`src/rtl/pulse_debouncer.sv`:
```
// pulse_debouncer: per-channel synchroniser + debounce FSM for raw switch/pulse inputs.
// Each channel produces a clean level plus single-cycle rise/fall strobes on every
// accepted edge; any_rise is the registered OR of the rise strobes.
module pulse_debouncer #(
   parameter int N_CH            = 4,
   parameter int DEBOUNCE_CYCLES = 16,
   parameter int SYNC_STAGES     = 2
) (
   input  logic            clock,
   input  logic            reset,
   input  logic [N_CH-1:0] raw_in,
   output logic [N_CH-1:0] level,
   output logic [N_CH-1:0] rise_pulse,
   output logic [N_CH-1:0] fall_pulse,
   output logic            any_rise
);

   // Counter only has to reach DEBOUNCE_CYCLES-1; acceptance happens on the
   // following synced sample, so the counter is reset before it could wrap.
   localparam int               CNT_W    = $clog2(DEBOUNCE_CYCLES);
   localparam logic [CNT_W-1:0] CNT_LAST = CNT_W'(DEBOUNCE_CYCLES - 1);

   localparam logic [1:0] ST_LOW     = 2'd0;
   localparam logic [1:0] ST_WAIT_HI = 2'd1;
   localparam logic [1:0] ST_HIGH    = 2'd2;
   localparam logic [1:0] ST_WAIT_LO = 2'd3;

   // Per-channel next-cycle rise strobes, gathered so any_rise stays aligned
   // with rise_pulse (both registered on the same edge).
   logic [N_CH-1:0] rise_next_vec;
   logic            any_rise_reg;

   genvar gi;
   generate
      for (gi = 0; gi < N_CH; gi++) begin : g_ch
         logic [SYNC_STAGES-1:0] sync_reg;
         logic                   sync;
         logic [1:0]             state_reg, state_next;
         logic [CNT_W-1:0]       cnt_reg, cnt_next;
         logic                   level_reg, level_next;
         logic                   rise_reg, rise_next;
         logic                   fall_reg, fall_next;

         // Synchroniser chain: bit 0 samples the asynchronous input, the top bit
         // is the only one the FSM is allowed to look at.
         always_ff @(posedge clock) begin
            if (reset) begin
               sync_reg <= '0;
            end else begin
               sync_reg <= {sync_reg[SYNC_STAGES-2:0], raw_in[gi]};
            end
         end

         assign sync = sync_reg[SYNC_STAGES-1];

         // Debounce decision: a new level must be seen DEBOUNCE_CYCLES+1 times in a
         // row (one sample to enter WAIT, DEBOUNCE_CYCLES more to accept).
         always_comb begin
            state_next = state_reg;
            cnt_next   = cnt_reg;
            level_next = level_reg;
            rise_next  = 1'b0;
            fall_next  = 1'b0;
            case (state_reg)
               ST_LOW: begin
                  if (sync) begin
                     state_next = ST_WAIT_HI;
                     cnt_next   = '0;
                  end
               end
               ST_WAIT_HI: begin
                  if (!sync) begin
                     state_next = ST_LOW;
                     cnt_next   = '0;
                  end else if (cnt_reg == CNT_LAST) begin
                     state_next = ST_HIGH;
                     cnt_next   = '0;
                     level_next = 1'b1;
                     rise_next  = 1'b1;
                  end else begin
                     cnt_next = cnt_reg + 1'b1;
                  end
               end
               ST_HIGH: begin
                  if (!sync) begin
                     state_next = ST_WAIT_LO;
                     cnt_next   = '0;
                  end
               end
               ST_WAIT_LO: begin
                  if (sync) begin
                     state_next = ST_HIGH;
                     cnt_next   = '0;
                  end else if (cnt_reg == CNT_LAST) begin
                     state_next = ST_LOW;
                     cnt_next   = '0;
                     level_next = 1'b0;
                     fall_next  = 1'b1;
                  end else begin
                     cnt_next = cnt_reg + 1'b1;
                  end
               end
               default: begin
                  state_next = ST_LOW;
                  cnt_next   = '0;
                  level_next = 1'b0;
               end
            endcase
         end

         // State, counter and registered outputs; reset discards any pending wait.
         always_ff @(posedge clock) begin
            if (reset) begin
               state_reg <= ST_LOW;
               cnt_reg   <= '0;
               level_reg <= 1'b0;
               rise_reg  <= 1'b0;
               fall_reg  <= 1'b0;
            end else begin
               state_reg <= state_next;
               cnt_reg   <= cnt_next;
               level_reg <= level_next;
               rise_reg  <= rise_next;
               fall_reg  <= fall_next;
            end
         end

         assign rise_next_vec[gi] = rise_next;
         assign level[gi]         = level_reg;
         assign rise_pulse[gi]    = rise_reg;
         assign fall_pulse[gi]    = fall_reg;
      end
   endgenerate

   // Summary strobe for the downstream counter, registered alongside rise_pulse.
   always_ff @(posedge clock) begin
      if (reset) begin
         any_rise_reg <= 1'b0;
      end else begin
         any_rise_reg <= |rise_next_vec;
      end
   end

   assign any_rise = any_rise_reg;

endmodule

```
`config.mk`:
```
export PLATFORM = sky130hd
export DESIGN_NAME = pulse_debouncer
export DESIGN_NICKNAME = d
export VERILOG_FILES = /design/src/rtl/pulse_debouncer.sv
export SDC_FILE = /design/constraint.sdc
export NUM_CORES = 1
export LEC_CHECK = 0
export ABC_CLOCK_PERIOD_IN_PS = 4340
export BUFFER_PORTS_ARGS = -buffer_cell sky130_fd_sc_hd__buf_4
export CAP_MARGIN = 20
export CORE_MARGIN = 2
export CORE_UTILIZATION = 62
export CTS_CLUSTER_SIZE = 24
export DETAILED_ROUTE_END_ITERATION = 8
export PLACE_DENSITY_LB_ADDON = 0.05
export SYNTH_ARGS = -nofsm -noshare
export SYNTH_HDL_FRONTEND = slang
export SYNTH_SLANG_ARGS = --single-unit
```
`constraint.sdc`:
```
create_clock -name clock -period 4.34 [get_ports clock]
set_clock_uncertainty 0.1 [all_clocks]
set_input_delay 0.651 -clock clock [delete_from_list [all_inputs] [get_ports clock]]
set_output_delay 0.651 -clock clock [all_outputs]
set_load 0.05 [all_outputs]
```
==> flow_metrics.env <==
export IMPL_num_rows=20
export IMPL_area_growth_pct=4.55
export IMPL_rsz0062_at_grt="false"
export IMPL_p_clk_share_pct=28.8
export IMPL_gp_congestion=0.776
export IMPL_max_stage_delay_ps=380
export IMPL_nets=220
export IMPL_critPathKind="flip-flop to output pin"
export IMPL_clk_pin_slew_ps=120
export IMPL_synthFlopType="dfxtp_1"
export IMPL_start_kind="flip-flop"
export IMPL_hold_path_class="flip-flop to flip-flop"
export IMPL_synth_distinct_cells=34
export IMPL_min_period_over_period_pct=39.1
export IMPL_die_w_um=60.5
export IMPL_ant_nets=0
export IMPL_n_fill_cell=265
export IMPL_vias_per_cell=5.73
export IMPL_track_usage_pct=20.3
export IMPL_clk_latency_ps=360
export IMPL_tightest_slew_ps=536
export IMPL_power_frac_seq_pct=64.5
export IMPL_critPathTopFamily="flip-flops"
export IMPL_clock_sinks=45
export IMPL_setup_worst_path_start="g_ch[0].level_reg$_SDFFE_PP0P_"
export IMPL_pin_count=19
export IMPL_grt_pass1_vias=1267
export IMPL_fin_cells=255
export IMPL_dp_hpwl_mm=2.23
export IMPL_crit_cells=1
export IMPL_setup_violations_final=0
export IMPL_overflow=0
export IMPL_r2r_start="g_ch[1].sync_reg[1]$_SDFF_PP0_"
export IMPL_cts_tree="done"
export IMPL_synth_area_sq_um=1980
export IMPL_crit_path_max_fanout=3
export IMPL_r2r_cells=3
export IMPL_cts_made_buffers=5
export IMPL_crit_buf_inv=1
export IMPL_core_area_sq_um=3050
export IMPL_async_flop_share_pct=0
export IMPL_dp_cells=247
export IMPL_cp_cell_sequence="buf_4"
export IMPL_post_cts_resize_count=0
export IMPL_drv_cap=0
export IMPL_dr_pass1_iters=4
export IMPL_min_from="g_ch[0].sync_reg[0]$_SDFF_PP0_"
export IMPL_synth_edff_count=0
export IMPL_holdPathStages=1
export IMPL_p_switching_mw=0.163
export IMPL_finalMaxSlewViolations=0
export IMPL_crit_path_top_delay_cell="dfxtp_1"
export IMPL_drt_total_wl_mm=3.26
export IMPL_finalHoldWorstSlack_ps=350
export IMPL_crit_arrival_ps=940
export IMPL_cts_root_buf="clkbuf_4"
export IMPL_seq_area_frac_synth_pct=45.5
export IMPL_synth_avg_cell_area_sq_um=9.43
export IMPL_drive_above_1_share_pct=11.4
export IMPL_antenna_found_initial=0
export IMPL_period_needed_ps=1700
export IMPL_syn_inst=210
export IMPL_tns_ps=0
export IMPL_synth_seq_cells=45
export IMPL_clk_path_buf_depth=2
export IMPL_cts_setup_buffers=0
export IMPL_status="finished, final reports clean"
export IMPL_end_kind="output pin"
export IMPL_avgRoutedWirePerCell_um=12.8
export IMPL_drtIter0Drc=125
export IMPL_dieArea_sq_um=3660
export IMPL_grt_pass1_wl_mm=5.46
export IMPL_pwr_share_comb_pct=6.7
export IMPL_cellLeakagePower_nw=0.766
export IMPL_antenna_cells=0
export IMPL_relSlewSlack_pct=64.1
export IMPL_final_cell_mix="dfxtp_1, nand3_1, buf_4, a21oi_1, nand3b_1"
export IMPL_die_y_um=60.5
export IMPL_clock_fmax_ghz=0.590
export IMPL_grt_start_max_net_pins=48
export IMPL_synth_nets=220
export IMPL_num_vias=1461
export IMPL_hold_viol=0
export IMPL_htreeDepth=2
export IMPL_drc=0
export IMPL_internal_power_mw=0.502
export IMPL_yosys_warnings=0
export IMPL_p_sw_share_pct=24.5
export IMPL_largest_reg_flops=16
export IMPL_hold_buffers=0
export IMPL_start_util_pct=64.9
export IMPL_required_ps=3590
export IMPL_powerDensity_nw_per_um2=321
export IMPL_portBuffers=18
export IMPL_peakVddDrop_mv=0.208
export IMPL_final_common_cell="dfxtp_1"
## through the flow
step / util [%] / cell area, sq um / power, mW / setup slack, ps
2_1_floorplan: - / 1980 / 0.476 / 2710
3_3_place_gp: 66.2 / 2020 / 0.481 / 2450
3_5_place_dp: 66.2 / 2020 / 0.483 / 2430
4_1_cts: 67.8 / 2070 / 0.672 / 2630
5_1_grt: 67.8 / 2070 / 0.694 / 2550
6_report: 67.8 / 2070 / 0.665 / 2640
## Yosys cell counts (5+ instances only)
master / count / area, sq um
inv_1: 8 / 30.0
nand3_1: 20 / 100
xor2_1: 5 / 43.8
buf_4: 12 / 90.1
nand4b_1: 7 / 61.3
nand3b_1: 10 / 75.1
nor2_1: 6 / 22.5
a21oi_1: 11 / 55.1
a31oi_1: 9 / 56.3
dfxtp_1: 45 / 901
buf_2: 6 / 30.0
nand4_1: 6 / 37.5
nor2b_1: 8 / 50.1
## power by group through the flow
stage	combinational, mW	sequential (mW)	clock, mW
floorplan	0.0431	0.433	0
detailed placement	0.0446	0.439	0
CTS	0.0447	0.429	0.198
global route	0.0486	0.431	0.214
global placement	0.0432	0.438	0
finish	0.0445	0.429	0.191
## metal layers
metal | part of all wire (%) | track usage [%] | wire (um)
met5 | 0 | 0 | 0
met1 | 45 | 23.3 | 1470
met3 | 3.8 | 7.04 | 125
met4 | 1.5 | 9.63 | 48
met2 | 50 | 34.0 | 1620
## worst paths after layout
kind	end	slack, ps
hold / removal	g_ch[0].sync_reg[1]$_SDFF_PP0_	350
setup reg to reg	g_ch[1].cnt_reg[2]$_SDFFE_PP0P_	2640
setup / recovery	level[0]	2640
hold reg to reg	g_ch[0].sync_reg[1]$_SDFF_PP0_	350
## final cells by class
| cell class | instances | area (sq um) | share of cell area, % |
|---|---|---|---|
| Timing Repair Buffer | 18 | 135 | 6.53 |
| Inverter | 8 | 30.0 | 1.45 |
| Multi-Input combinational cell | 132 | 901 | 43.5 |
| Clock buffer | 8 | 48.8 | 2.36 |
| Sequential cell | 45 | 901 | 43.5 |
| Tap cell | 44 | 55.1 | 2.66 |
## logic make-up after synthesis
group                      share of synthesized area, %
buffers and inverters                              9.03
AOI/OAI and AO/OA                                  8.65
adders and majority gates                          2.53
DFF                                                45.5
and+or+nand+nor                                    27.7
xor gates and xnor gates                           3.98
muxes                                              2.59
## worst register-to-register path, stage by stage (launching register included)
cell and delay (ps):
dfxtp_1 470, xor2_1 480, mux2_2 400, o31ai_1 180
(Power assumes the default switching activity.)
